## config.mk

```make
export PLATFORM = sky130hd
export DESIGN_NAME = dpmem_port_sequencer
export DESIGN_NICKNAME = d
export VERILOG_FILES = /design/src/rtl/dpmem_port_sequencer.sv
export SDC_FILE = /design/constraint.sdc
export NUM_CORES = 1
export LEC_CHECK = 0
export CAP_MARGIN = 10
export CORE_ASPECT_RATIO = 0.7
export CORE_MARGIN = 2
export CORE_UTILIZATION = 47
export CTS_CLUSTER_DIAMETER = 40
export DETAILED_ROUTE_END_ITERATION = 12
export GPL_ROUTABILITY_DRIVEN = 1
export PLACE_DENSITY = 0.84
export SLEW_MARGIN = 0
export SYNTH_ARGS = -nofsm -noshare
export SYNTH_HDL_FRONTEND = slang
export SYNTH_SLANG_ARGS = --single-unit
```

## constraint.sdc

```tcl
create_clock -name clk -period 6.7 [get_ports clk]
set_input_delay 1.005 -clock clk [delete_from_list [all_inputs] [get_ports clk]]
set_output_delay 1.005 -clock clk [all_outputs]
set_load 0.01 [all_outputs]
```

## src/rtl/dpmem_port_sequencer.sv

```systemverilog
// Command FIFO + issue FSM for one DP_MEM port, one outstanding read.
// Define DPMEM_SEQ_STATS_EN to add the wr_count/rd_count outputs.
module dpmem_port_sequencer #(
  parameter int ADDR_W     = 4,
  parameter int DATA_W     = 8,
  parameter int FIFO_DEPTH = 4,
  parameter int RD_LAT     = 1
) (
  input  logic              clk,
  input  logic              rstn,
  input  logic              cmd_valid,
  output logic              cmd_ready,
  input  logic              cmd_op,
  input  logic [ADDR_W-1:0] cmd_addr,
  input  logic [DATA_W-1:0] cmd_wdata,
  output logic              mem_valid,
  input  logic              mem_ready,
  output logic              mem_op,
  output logic [ADDR_W-1:0] mem_addr,
  output logic [DATA_W-1:0] mem_wdata,
  input  logic [DATA_W-1:0] mem_rdata,
  output logic              rsp_valid,
  input  logic              rsp_ready,
  output logic [DATA_W-1:0] rsp_rdata,
  output logic [ADDR_W-1:0] rsp_addr,
  output logic              busy
`ifdef DPMEM_SEQ_STATS_EN
  ,
  output logic [15:0]       wr_count,
  output logic [15:0]       rd_count
`endif
);

  localparam int PW = $clog2(FIFO_DEPTH);
  localparam int CW = PW + 1;

  typedef enum logic [1:0] {
    IDLE,
    ISSUE,
    WAIT_RD,
    RSP
  } state_t;

  state_t state, state_nxt;

  logic              f_op    [FIFO_DEPTH];
  logic [ADDR_W-1:0] f_addr  [FIFO_DEPTH];
  logic [DATA_W-1:0] f_wdata [FIFO_DEPTH];

  logic [PW-1:0] wr_ptr, rd_ptr;
  logic [CW-1:0] count, count_nxt;
  logic [1:0]    lat_cnt;

  logic              push, pop;
  logic              head_op;
  logic [ADDR_W-1:0] head_addr;
  logic [DATA_W-1:0] head_wdata;

  assign head_op    = f_op[rd_ptr];
  assign head_addr  = f_addr[rd_ptr];
  assign head_wdata = f_wdata[rd_ptr];

  // Full check uses registered count only; no pass-through when full.
  assign cmd_ready = (count < CW'(FIFO_DEPTH));
  assign push      = cmd_valid && cmd_ready;
  assign pop       = (state == ISSUE) && mem_ready;
  assign count_nxt = count + CW'(push) - CW'(pop);

  assign mem_valid = (state == ISSUE);
  assign mem_op    = mem_valid && head_op;
  assign mem_addr  = mem_valid ? head_addr : '0;
  assign mem_wdata = mem_valid ? head_wdata : '0;
  assign rsp_valid = (state == RSP);
  assign busy      = (count != '0) || (state != IDLE);

  always_comb begin
    state_nxt = state;
    unique case (state)
      IDLE: begin
        if (count != '0) state_nxt = ISSUE;
      end
      ISSUE: begin
        if (mem_ready) begin
          if (head_op) state_nxt = (count_nxt != '0) ? ISSUE : IDLE;
          else         state_nxt = WAIT_RD;
        end
      end
      WAIT_RD: begin
        if (lat_cnt == 2'd1) state_nxt = RSP;
      end
      RSP: begin
        if (rsp_ready) state_nxt = (count_nxt != '0) ? ISSUE : IDLE;
      end
      default: state_nxt = IDLE;
    endcase
  end

  always_ff @(posedge clk) begin
    if (push) begin
      f_op[wr_ptr]    <= cmd_op;
      f_addr[wr_ptr]  <= cmd_addr;
      f_wdata[wr_ptr] <= cmd_wdata;
    end
  end

  always_ff @(posedge clk) begin
    if (!rstn) begin
      state     <= IDLE;
      wr_ptr    <= '0;
      rd_ptr    <= '0;
      count     <= '0;
      lat_cnt   <= '0;
      rsp_addr  <= '0;
      rsp_rdata <= '0;
    end else begin
      state <= state_nxt;
      count <= count_nxt;
      if (push) wr_ptr <= wr_ptr + 1'b1;
      if (pop)  rd_ptr <= rd_ptr + 1'b1;
      if (pop && !head_op) begin
        rsp_addr <= head_addr;
        lat_cnt  <= 2'(RD_LAT);
      end else if (state == WAIT_RD) begin
        lat_cnt <= lat_cnt - 2'd1;
        // last count step lands exactly RD_LAT edges after acceptance
        if (lat_cnt == 2'd1) rsp_rdata <= mem_rdata;
      end
    end
  end

`ifdef DPMEM_SEQ_STATS_EN
  always_ff @(posedge clk) begin
    if (!rstn) begin
      wr_count <= '0;
      rd_count <= '0;
    end else begin
      if (pop && head_op && wr_count != 16'hFFFF)
        wr_count <= wr_count + 16'd1;
      if (rsp_valid && rsp_ready && rd_count != 16'hFFFF)
        rd_count <= rd_count + 16'd1;
    end
  end
`endif

endmodule
```

==> flow_summary.ini, run 1 <==
[outcome]
status = completed

[cts]
cts_root_buf = clkbuf_8
path_clk_slew_ps = 70
cts-resized-gates = 0
cts_buffers = 9
cts_tree = built
cts.sinks = 77
clk_latency_ps = 340
cts-htree-levels = 3
holdBufCountCts = 0
clock_path_buffers = 2
postCtsSetupRepairBufs = 0

[die]
core_area_um2 = 6310
io_pins = 55
initial_core_util_pct = 49.4
die_y_um = 72.1
num_rows = 24
die_w_um = 101
dieArea_um2 = 7300

[synth]
synth_top_cell_by_area = edfxtp_1
synth_compound_area_share_pct = 2.85
yosysMostFrequentCell = edfxtp_1
yosysWarnings = 0
synth_top_family_by_area = simple AND/OR/NAND/NOR gates
synthCells = 206
async_reset_ff_share_pct = 0
synthFlopType = edfxtp_1
synth_nets = 240
synth-adder-area-share_pct = 3.46
yosys.area.top_type_share_pct = 50.2
yosysSeqAreaShare_pct = 66.2
syn-cell-area_um2 = 3110
yosysUniqueCellTypes = 28
synth_xor_area_share_pct = 1.69
synth_seq_cells = 77
synth_area_leaders = edfxtp_1, dfxtp_1, mux4_2, and2_1, ha_1
synth-edff-count = 52
yosys-mux-area-fraction_pct = 11.5
synth_common_cells = edfxtp_1, and2_1, dfxtp_1
yosys.area_share.simple_pct = 11.8
synth.avg_cell_area_um2 = 15.1

[pwr]
total_power_mw = 1.25
p_per_area_nw_per_um2 = 320
peakVddDrop_v = 0.000162
leakagePower_nw = 1.32

[timing]
min_period_over_period_pct = 53.0
final.setup.tns_ps = 0
hold_slack_ps = 467
hold_violations = 0
post-route-min-period_ps = 3550
worst_pin_slew_ps = 945
setup_viol = 0
fin_ws_ps = 3150
finalClockSkew_ps = 12.2
drv_slew = 0
fmax_mhz = 282
timing.slew.headroom_pct = 36.9
grt_setup_unrepaired = false

[critical_path]
crit_required_ps = 5690
critPathArrivalTime_ps = 2540
worstSetupPathType = flop to primary output
crit_fanout = 13
crit_slowest_cell = dfxtp_1
slowest_delay_ps = 870
crit_chain = mux4_2 > and2_1 > clkdlybuf4s50_1
cp-start-kind = flop
end_kind = primary output

[hold_path]
hold_start = rsp_rdata[0]$_SDFFE_PN0P_
hold_class = flop to flop

[placed_design]
gp_congestion = 0.742
port_buffers = 54
hpwl_um = 3780
dp.cells = 329
dp_slack_ps = 3190

[layout]
drive_gt1_share_pct = 10.5
fin_cells = 345
areaGrowthSynthToFinish_pct = 25.8
n_antenna_cell = 0
nets = 296

[drt]
drc = 0
drt_first_pass_iters = 4
via_per_inst = 5.05
dr.first_iter.drc_count = 79
drtAntennaViolNets = 0
avgRoutedWirePerCell_um = 15.8
drt-total-wl_um = 5440
via_count = 1741

[global_routing]
grt_start_max_net_pins = 25
grt_pass1_vias = 1798
grt_pass1_wl_um = 8870
antenna_found_initial = 0
track_usage_pct = 16.5
grt_overflow_total = 0

[run]
drv_cap = 0
==> cells in the final DEF, fill, tap and decap left out <==
| master | synthesis | final |
|---|---|---|
| ha_1 | 7 | 7 |
| mux2_2 | 1 | 1 |
| fa_1 | 1 | 1 |
| xnor2_1 | 5 | 5 |
| a21boi_0 | 8 | 8 |
| clkinv_4 | 0 | 1 |
| inv_1 | 10 | 10 |
| clkbuf_1 | 5 | 1 |
| clkinv_1 | 0 | 1 |
| nor2_1 | 4 | 4 |
| clkbuf_8 | 0 | 9 |
| nand3_1 | 10 | 10 |
| dfxtp_1 | 25 | 25 |
| mux4_2 | 12 | 12 |
| nand2_1 | 11 | 11 |
| nor3_1 | 1 | 1 |
| mux4_1 | 1 | 1 |
| edfxtp_1 | 52 | 52 |
| and2_1 | 25 | 25 |
| mux2i_1 | 5 | 5 |
| nor2_8 | 1 | 1 |
| clkbuf_16 | 0 | 2 |
| nor3b_1 | 2 | 2 |
| clkinvlp_4 | 0 | 2 |
| clkdlybuf4s50_1 | 0 | 54 |
| o21a_1 | 1 | 1 |
| a21oi_1 | 3 | 3 |
| nor2b_1 | 9 | 9 |
| nand3b_1 | 1 | 1 |
| xor2_1 | 1 | 1 |
| o22ai_1 | 1 | 1 |
==> registers in the layout (all words and copies together) (netlist names), named ones only <==
signal / cells
wr_ptr: 2
state: 1
lat_cnt: 2
f_addr: 16
f_op: 4
rd_ptr: 2
f_wdata: 32
rsp_rdata: 8
rsp_addr: 4
count: 3
==> worst max-delay path, delay by kind of cell (launching register included) <==
family	cells	cell delay (ps)
DFF	1	870
buffers and inverters	1	480
muxes	1	680
and+or+nand+nor	1	190
==> per-stage QoR <==
step / instance area (µm²) / utilization (%)
3_3_place_gp: 3710 / 58.8
2_1_floorplan: 3110 / -
6_report: 3920 / 62.1
5_1_grt: 3920 / 62.1
4_1_cts: 3920 / 62.1
3_5_place_dp: 3710 / 58.8
==> cell families (layout without fill, tap and decap cells) <==
| group | count (synthesis) | in the layout |
|---|---|---|
| adders and majority gates | 8 | 8 |
| and+or+nand+nor | 64 | 64 |
| DFF | 77 | 77 |
| xor gates and xnor gates | 6 | 6 |
| buffers and inverters | 19 | 80 |
| AOI/OAI and AO/OA | 13 | 13 |
| muxes | 19 | 19 |
==> report_power, final <==
part           leakage (nW)  switching, mW  internal, mW
registers             0.679         0.0351         0.562
clock network        0.0965          0.162         0.179
logic                 0.543          0.143         0.172
total                  1.32          0.340         0.913
==> final timing paths <==
kind                                     to  slack, ps  cells past startpoint
setup / recovery                     mem_op       3150                      3
hold / removal    rsp_rdata[0]$_SDFFE_PN0P_        470                      2
setup reg to reg      state[0]$_SDFFE_PN0P_       4300                     10
hold reg to reg   rsp_rdata[0]$_SDFFE_PN0P_        470                      2
==> layer usage <==
| metal | GRT usage [%] | vias up | part of all wire (%) | wire length (µm) |
|---|---|---|---|---|
| met5 | 0 | - | 0 | 0 |
| met4 | 5.11 | 0 | 1.3 | 72 |
| met3 | 5.78 | 7 | 4.6 | 248 |
| met2 | 26.4 | 35 | 47 | 2570 |
| met1 | 21.4 | 849 | 47 | 2550 |
| li1 | - | 850 | - | - |
==> layout make-up <==
class	count	area, µm²
Clock buffer	12	178
Clock inverter	4	27.5
Fill cell	472	2390
Inverter	10	37.5
Multi-Input combinational cell	110	973
Sequential cell	77	2060
Tap cell	78	97.6
Timing Repair Buffer	54	541
Note: power is estimated with default switching activity, not from simulation.
==> run 2, diff against run 1 <==
--- a/config.mk
+++ b/config.mk
@@ -12,7 +12,7 @@
 export CTS_CLUSTER_DIAMETER = 40
 export DETAILED_ROUTE_END_ITERATION = 12
 export GPL_ROUTABILITY_DRIVEN = 1
-export PLACE_DENSITY = 0.84
+export PLACE_DENSITY = 0.87
 export SLEW_MARGIN = 0
 export SYNTH_ARGS = -nofsm -noshare
 export SYNTH_HDL_FRONTEND = slang
==> constraint.sdc (replaced) <==
create_clock -name clk -period 3 [get_ports clk]
set_input_delay 0.45 -clock clk [delete_from_list [all_inputs] [get_ports clk]]
set_output_delay 0.45 -clock clk [all_outputs]
set_load 0.01 [all_outputs]
==> flow_summary.ini, run 2 (synthesized netlist as in run 1, its figures left out) <==
[critical_path]
end_kind = primary output
rrSetupSlack_ps = 760
crit_required_ps = 2550
cp-start-kind = flop
worstSetupPathType = flop to primary output
r2r_cells = 10
crit_fanout = 9
critPathArrivalTime_ps = 2290
r2r-end = state[0]$_SDFFE_PN0P_

[hold_path]
min_to = rsp_rdata[4]$_SDFFE_PN0P_
hold_class = flop to flop
holdPathStages = 2
hold_start = rsp_rdata[4]$_SDFFE_PN0P_

[pwr]
p_per_area_nw_per_um2 = 741
leakagePower_nw = 1.37
peakVddDrop_v = 0.000324

[global_routing]
grt_pass1_wl_um = 9140
antenna_found_initial = 0
track_usage_pct = 17.2
grt_overflow_total = 0
grt_start_max_net_pins = 25
grt_pass1_vias = 1878

[cts]
path_clk_slew_ps = 80
cts_root_buf = clkbuf_8
cts.sinks = 77
cts-resized-gates = 0
clk_latency_ps = 330
cts_tree = built
postCtsSetupRepairBufs = 0
clock_path_buffers = 2
cts_buffers = 9
cts-htree-levels = 3
holdBufCountCts = 0

[placed_design]
gp_congestion = 0.739
port_buffers = 54
hpwl_um = 3920
dp.cells = 335

[timing]
post-route-min-period_ps = 2740
final.setup.tns_ps = 0
timing.slew.headroom_pct = 52.6
hold_slack_ps = 470
min_period_over_period_pct = 91.4
fmax_mhz = 365
hold_violations = 0
grt_setup_unrepaired = false
finalClockSkew_ps = 10.3
worst_pin_slew_ps = 710
drv_slew = 0
setup_viol = 0

[die]
die_y_um = 72.1
initial_core_util_pct = 49.4
die_w_um = 101
num_rows = 24
core_area_um2 = 6310
dieArea_um2 = 7300
io_pins = 55

[drt]
drtAntennaViolNets = 0
drt_first_pass_iters = 4
top_layer_used = met4
dr.first_iter.drc_count = 53
via_count = 1800
avgRoutedWirePerCell_um = 16.2
drt-total-wl_um = 5690
wl_met2_um = 2890
wl_met1_um = 2480
wl_met3_um = 221
drc = 0
via_per_inst = 5.13

[layout]
layout_common_cells = clkdlybuf4s50_1, edfxtp_1, and2_1, dfxtp_1, mux4_2
areaGrowthSynthToFinish_pct = 28.0
top_regs = f_wdata (32), f_addr (16), rsp_rdata (8)
largest_register_ffs = 32
utilization_pct = 63.2
nets = 302
layout_commonest_cell = clkdlybuf4s50_1
n_antenna_cell = 0
regMostFlops = f_wdata
fin_cells = 351
drive_gt1_share_pct = 11.7

[outcome]
status = completed

[run]
drv_cap = 0
==> run 2: cell types whose count changed in the layout (fill, tap and decap cells not counted) <==
cell	delta
bufinv_16	+3
clkinvlp_4	-2
clkbuf_16	-2
clkinv_1	+2
buf_4	+6
clkinv_4	-1
==> run 2: cell type report <==
type                       instances  area [µm²]
multi-input combinational        110         973
fill                             474        2320
inverter                          10        37.5
timing repair buffer              60         586
clock buffer                      10         128
sequential                        77        2060
tap                               78        97.6
clock inverter                     6         101
==> run 2: worst max-delay path: stages (launching register included) <==
cell and delay [ps]:
dfxtp_1 460, nor2b_1 530, buf_4 260, and2_1 140
clkdlybuf4s50_1 570
==> run 2: routing by layer <==
metal | GRT usage (%) | vias up
li1 | - | 866
met3 | 5.68 | 9
met5 | 0 | -
met2 | 28.7 | 43
met4 | 6.91 | 0
met1 | 20.7 | 882
==> run 2: how the worst max path moves through the flow <==
stage | from | cells after the start | end | slack [ps]
CTS | state[0]$_SDFFE_PN0P_ | 4 | mem_addr[3] | 250
detailed placement | cmd_valid | 11 | state[0]$_SDFFE_PN0P_ | 310
floorplan | cmd_valid | 11 | state[0]$_SDFFE_PN0P_ | 690
finish | state[0]$_SDFFE_PN0P_ | 4 | mem_addr[3] | 260
global placement | cmd_valid | 11 | state[0]$_SDFFE_PN0P_ | 350
global route | state[0]$_SDFFE_PN0P_ | 4 | mem_addr[3] | 150
==> run 2: power by group <==
group          internal, mW  switching (mW)  total [mW]
Combinational         0.405           0.347       0.752
Sequential             1.26          0.0577        1.31
Clock                 0.545           0.344       0.889
Total                  2.21           0.749        2.95
==> run 2: metrics by stage <==
stage	power, mW	setup WS, ps	area [µm²]
after detailed placement	2.10	313	3760
after floorplan	1.78	692	3110
after global placement	2.07	352	3760
after global routing	3.10	151	3990
after CTS	2.98	252	3990
final	2.95	258	3990
